`config.mk`:
```
export PLATFORM = sky130hd
export DESIGN_NAME = dmem_arbiter
export DESIGN_NICKNAME = d
export VERILOG_FILES = /design/src/rtl/dmem_arbiter.sv
export SDC_FILE = /design/constraint.sdc
export NUM_CORES = 1
export LEC_CHECK = 0
export CAP_MARGIN = 20
export CORE_ASPECT_RATIO = 0.7
export CORE_MARGIN = 2
export CORE_UTILIZATION = 28
export CTS_CLUSTER_SIZE = 20
export DETAILED_ROUTE_END_ITERATION = 7
export PLACE_DENSITY = 0.79
export SETUP_SLACK_MARGIN = 0.15
export SLEW_MARGIN = 10
export SYNTH_ARGS = -nofsm -noshare
export SYNTH_HDL_FRONTEND = slang
export SYNTH_SLANG_ARGS = --single-unit
```
`constraint.sdc`:
```
create_clock -name clk -period 1.2 [get_ports clk]
set_input_delay 0.18 -clock clk [delete_from_list [all_inputs] [get_ports clk]]
set_output_delay 0.18 -clock clk [all_outputs]
set_load 0.03 [all_outputs]
```
`src/rtl/dmem_arbiter.sv`:
```
// ---------------------------------------------------------------------------
// dmem_arbiter
//
// Two-port arbiter in front of a single-ported data memory.
//   Port 0 : pipeline MEM stage. Owns the memory by default and is never
//            queued. When port 1 takes the memory, port 0 is stalled.
//   Port 1 : debug/DMA master. It raises p1_req and holds it until p1_gnt.
//            Each grant is followed by one turnaround/response cycle, so two
//            port-1 grants are never back to back.
//
// Build option:
//   ARB_STARVE_EN  defined   -> port 1 is forced in after STARVE_LIMIT
//                               consecutive denied cycles.
//                  undefined -> port 0 has strict priority and port 1 only
//                               gets in when port 0 is idle.
//
// Ports:
//   clk, reset              clock and synchronous active-low reset
//   p0_rd/wr/addr/wdata/func3, p0_stall
//                           pipeline request and stall back to the pipeline
//   p1_req/we/addr/wdata/func3, p1_gnt, p1_rvalid, p1_rdata
//                           debug/DMA request, grant and registered read data
//   mem_rd/wr/addr/wdata/func3, mem_rdata
//                           data memory side; mem_rdata is combinational
//                           from mem_addr
// ---------------------------------------------------------------------------
module dmem_arbiter #(
    parameter int unsigned DM_ADDRESS   = 9,
    parameter int unsigned DATA_W       = 32,
    parameter int unsigned STARVE_LIMIT = 4
) (
    input  logic                  clk,
    input  logic                  reset,

    input  logic                  p0_rd,
    input  logic                  p0_wr,
    input  logic [DM_ADDRESS-1:0] p0_addr,
    input  logic [DATA_W-1:0]     p0_wdata,
    input  logic [2:0]            p0_func3,
    output logic                  p0_stall,

    input  logic                  p1_req,
    input  logic                  p1_we,
    input  logic [DM_ADDRESS-1:0] p1_addr,
    input  logic [DATA_W-1:0]     p1_wdata,
    input  logic [2:0]            p1_func3,
    output logic                  p1_gnt,
    output logic                  p1_rvalid,
    output logic [DATA_W-1:0]     p1_rdata,

    output logic                  mem_rd,
    output logic                  mem_wr,
    output logic [DM_ADDRESS-1:0] mem_addr,
    output logic [DATA_W-1:0]     mem_wdata,
    output logic [2:0]            mem_func3,
    input  logic [DATA_W-1:0]     mem_rdata
);

    // Port 0 owns the memory in StIdle and StResp, port 1 only in StGrant1.
    localparam logic [1:0] StIdle   = 2'd0;
    localparam logic [1:0] StGrant1 = 2'd1;
    localparam logic [1:0] StResp   = 2'd2;

    logic [1:0]        state_q, state_d;
    logic              p0_busy;
    logic              starve_hit;
    logic              take_p1;
    logic              p1_rvalid_q, p1_rvalid_d;
    logic [DATA_W-1:0] p1_rdata_q, p1_rdata_d;

    assign p0_busy = p0_rd | p0_wr;

    // Port 1 is taken from idle when port 0 leaves the memory free, or when
    // port 1 has been denied long enough.
    assign take_p1 = (state_q == StIdle) & p1_req & (~p0_busy | starve_hit);

`ifdef ARB_STARVE_EN
    localparam logic [3:0] LimitCnt = 4'(STARVE_LIMIT);

    logic [3:0] starve_cnt_q, starve_cnt_d;

    assign starve_hit = (starve_cnt_q == LimitCnt);

    // Counts denied port-1 cycles. Saturates at the limit; holds while port 1
    // is not asking and through the response cycle.
    always_comb begin
        starve_cnt_d = starve_cnt_q;
        if (take_p1) begin
            starve_cnt_d = '0;
        end else if ((state_q == StIdle) && p1_req && p0_busy && !starve_hit) begin
            starve_cnt_d = starve_cnt_q + 4'd1;
        end
    end

    always_ff @(posedge clk) begin
        if (!reset) begin
            starve_cnt_q <= '0;
        end else begin
            starve_cnt_q <= starve_cnt_d;
        end
    end
`else
    // Strict priority: port 1 is never forced in. Legal limits are nonzero,
    // so this is a constant 0.
    assign starve_hit = (STARVE_LIMIT == 0);
`endif

    // One grant cycle, then one response cycle, then back to idle.
    always_comb begin
        state_d = state_q;
        case (state_q)
            StIdle: begin
                if (take_p1) begin
                    state_d = StGrant1;
                end
            end
            StGrant1: state_d = StResp;
            StResp:   state_d = StIdle;
            default:  state_d = StIdle;
        endcase
    end

    // Read data is captured on the edge leaving StGrant1 and held until the
    // next port-1 read, so a write grant leaves p1_rdata untouched.
    always_comb begin
        p1_rvalid_d = (state_q == StGrant1) & ~p1_we;
        p1_rdata_d  = p1_rvalid_d ? mem_rdata : p1_rdata_q;
    end

    always_ff @(posedge clk) begin
        if (!reset) begin
            state_q     <= StIdle;
            p1_rvalid_q <= 1'b0;
            p1_rdata_q  <= '0;
        end else begin
            state_q     <= state_d;
            p1_rvalid_q <= p1_rvalid_d;
            p1_rdata_q  <= p1_rdata_d;
        end
    end

    // Memory-side mux and handshakes. Port-0 requests are forwarded as-is,
    // including the illegal rd+wr combination.
    always_comb begin
        p1_gnt   = (state_q == StGrant1);
        p0_stall = p1_gnt & p0_busy;
        if (p1_gnt) begin
            mem_rd    = ~p1_we;
            mem_wr    = p1_we;
            mem_addr  = p1_addr;
            mem_wdata = p1_wdata;
            mem_func3 = p1_func3;
        end else begin
            mem_rd    = p0_rd;
            mem_wr    = p0_wr;
            mem_addr  = p0_addr;
            mem_wdata = p0_wdata;
            mem_func3 = p0_func3;
        end
    end

    assign p1_rvalid = p1_rvalid_q;
    assign p1_rdata  = p1_rdata_q;

endmodule

```
==> results of run 1 <==
[metrics by stage]
stage | setup TNS (ns) | hold WS (ns) | instances
global route | -34.24 | 0.245 | 534
finish | -28.37 | 0.243 | 534
CTS | -29.46 | 0.238 | 530
floorplan | -2.45 | 0.256 | 201
global placement | -33.29 | 0.441 | 508
detailed placement | -34.71 | 0.451 | 508
[synthesized netlist by cell type, types with 2 or more instances]
master | instances | area, sq um
mux2_4 | 38 | 571
mux2i_1 | 32 | 320
nand2_1 | 65 | 244
dfxtp_1 | 35 | 701
buf_2 | 2 | 10.0
mux2_2 | 7 | 78.8
buf_12 | 7 | 140
nor2_1 | 2 | 7.51
clkbuf_1 | 4 | 15.0
[area by class of cell]
class | count | area [sq um]
fill | 605 | 2660
sequential | 35 | 703
tap | 98 | 123
multi-input combinational | 150 | 1320
inverter | 1 | 16.3
timing repair buffer | 241 | 2500
clock buffer | 6 | 72.6
timing repair inverter | 1 | 11.3
clock inverter | 2 | 12.5
[worst min path at each step]
| stage | cells after the start | end | startpoint |
|---|---|---|---|
| finish | 3 | state_q[0]$_SDFFE_PN0P_ | reset |
| global route | 2 | state_q[1]$_SDFFE_PN0P_ | reset |
| CTS | 3 | state_q[0]$_SDFFE_PN0P_ | reset |
| detailed placement | 2 | p1_rdata[4]$_SDFFE_PN0P_ | p1_rdata[4]$_SDFFE_PN0P_ |
| floorplan | 1 | p1_rvalid$_SDFF_PN0_ | p1_we |
| global placement | 2 | p1_rdata[15]$_SDFFE_PN0P_ | p1_rdata[15]$_SDFFE_PN0P_ |
[routing by layer]
metal	wire, um	vias up
met5	0	-
met4	274	0
met3	701	20
met2	4640	102
met1	3370	1038
li1	-	1143
[repair_timing]
| action | 4_1_cts | 5_1_grt |
|---|---|---|
| gates resized for setup | 374 | 16 |
| pin swaps | 1 | 0 |
| endpoints found under the setup margin | 99 | 87 |
| endpoints found under the hold margin | 0 | 0 |
| setup buffers | 10 | 3 |
| gates cloned | 4 | 1 |
[critical path: stages (launching register included)]
cell and delay (ns):
dfxtp_2 0.32, nand2b_4 0.20, inv_8 0.13, buf_4 0.13, mux2_4 0.29, buf_4 0.17
[flip-flops by register name (all words and copies together), names as in the netlist]
register   count
state_q        2
p1_rvalid      1
p1_rdata      32
[cell families after synthesis]
logic type / Yosys count / synth area share, %
mux: 77 / 44.6
compound gates: 1 / 0.403
buf+inv: 16 / 8.98
simple gates: 72 / 13.8
flops: 35 / 32.2
[power by group through the flow]
stage | clock network, W | logic [W] | registers, W
finish | 0.000846 | 0.00130 | 0.00118
global route | 0.000943 | 0.00137 | 0.00119
CTS | 0.000879 | 0.00129 | 0.00118
detailed placement | 0 | 0.00120 | 0.00121
global placement | 0 | 0.00118 | 0.00121
floorplan | 0 | 0.000502 | 0.00124
==> results.sh, run 1 <==
export IMPL_numPortBuffers=206
export IMPL_netlist_area_sq_mm=0.00217
export IMPL_hp_class="input pin to register"
export IMPL_avgSynthCellArea_sq_um=10.8
export IMPL_syn_to_final_growth_pct=119
export IMPL_ff2ff_path_depth=7
export IMPL_firstDrtPassIters=6
export IMPL_vias=2303
export IMPL_initial_utilization_pct=29.3
export IMPL_pre_cts_slack_ns=-0.657
export IMPL_die_area_sq_mm=0.00850
export IMPL_cts_hold_buffers=0
export IMPL_async_flop_share_pct=0
export IMPL_switchingPower_w=0.000960
export IMPL_cts_max_path_buffers=2
export IMPL_status="finished, violations left"
export IMPL_grt_pass1_vias=2401
export IMPL_setup_ws_ns=-0.520
export IMPL_final_cell_mix="124 x clkdlybuf4s50_1, 65 x nand2_1, 55 x buf_6, 45 x mux2_4, 33 x dfxtp_1"
export IMPL_die_h_um=77.7
export IMPL_gr_total_overflow=0
export IMPL_worstSetupPathType="register to output port"
export IMPL_place_congestion=0.838
export IMPL_yosysWarnings=0
export IMPL_p_leak_nw=2.04
export IMPL_grt_pass1_wl_mm=13.3
export IMPL_tightest_slew_ns=0.211
export IMPL_period_minus_slack_ns=1.72
export IMPL_die_w_um=109
export IMPL_setup_viol=80
export IMPL_clk_pin_slew_worst_paths_ns=0.07
export IMPL_finalPower_w=0.00333
export IMPL_numCtsBuffers=5
export IMPL_synth_ff_type="dfxtp_1"
export IMPL_postRouteAntennaNets=0
export IMPL_cap_violations=0
export IMPL_power_frac_seq_pct=35.5
export IMPL_crit_end="mem_wdata[8]"
export IMPL_switching_share_pct=28.8
export IMPL_route_detailed_drc=0
export IMPL_hold_violations=0
export IMPL_final_common_cell="clkdlybuf4s50_1"
export IMPL_worstPathArrival_ns=1.54
export IMPL_vias_per_cell=4.31
export IMPL_p_int_w=0.00237
export IMPL_post_drt_wl_per_cell_um=16.8
export IMPL_pwr_share_comb_pct=39.0
export IMPL_fmaxAchievable_mhz=582
export IMPL_utilization_pct=64.1
export IMPL_routed_wl_mm=8.99
export IMPL_top_usage_layer="met2"
export IMPL_vdd_drop_max_mv=0.446
export IMPL_globalRouteTotalUtil_pct=20.5
export IMPL_cts_num_sinks=35
export IMPL_insertion_delay_ns=0.28
export IMPL_clock_skew_ns=0.00470
export IMPL_ys_ff_latch=35
export IMPL_diodes=0
export IMPL_cp_max_fo=8
export IMPL_min_period_over_period_pct=143
export IMPL_drv_slew=0
export IMPL_nNetsFinal=561
export IMPL_cp_start_kind="register"
export IMPL_grtUsageMet3_pct=5.80
export IMPL_slew_headroom_pct=85.8
export IMPL_synthCells=201
export IMPL_power_density_mw_per_mm2=700
export IMPL_r2r_slack_ns=-0.20
export IMPL_ys_seq_area_share_pct=32.2
export IMPL_grt_use_met1_pct=22.9
export IMPL_root_buffer="clkbuf_8"
export IMPL_synth_edf_count=0
export IMPL_worstReg2RegStart="state_q[0]$_SDFFE_PN0P_"
export IMPL_fp_row_count=26
export IMPL_final_layout_size_suffix_gt1_share_pct=40.6
export IMPL_placed_cell_area_sq_mm=0.00435
export IMPL_h_tree_depth=2
export IMPL_synthDistinctLibCells=18
export IMPL_crit_path_start="state_q[1]$_SDFFE_PN0P_"
export IMPL_drt_initial_drc_count=66
export IMPL_coreArea_sq_mm=0.00742
export IMPL_rsz0062_at_grt="yes"
export IMPL_synth_nets=327
export IMPL_grt_max_degree=34
export IMPL_hpwl_mm=6.87
export IMPL_antenna_found_initial=0
export IMPL_cts_tree="built"
export IMPL_worstSetupEndpointType="output port"
export IMPL_ios=207
export IMPL_required_ns=1.02
export IMPL_violations="setup timing"
export IMPL_regToRegEndpoint="p1_rdata[26]$_SDFFE_PN0P_"
export IMPL_grtUsageMet2_pct=36.1
export IMPL_postLayoutCellArea_sq_mm=0.00476
export IMPL_p_clk_share_pct=25.4
Note: power is estimated with default switching activity, not from simulation.
==> run 2: changes to the inputs <==
- ABC_CLOCK_PERIOD_IN_PS: not set -> 1200
- CTS_CLUSTER_SIZE: 20 -> not set
==> results of run 2 <==
The final DEF is identical to that of run 1; final timing and power are the same.
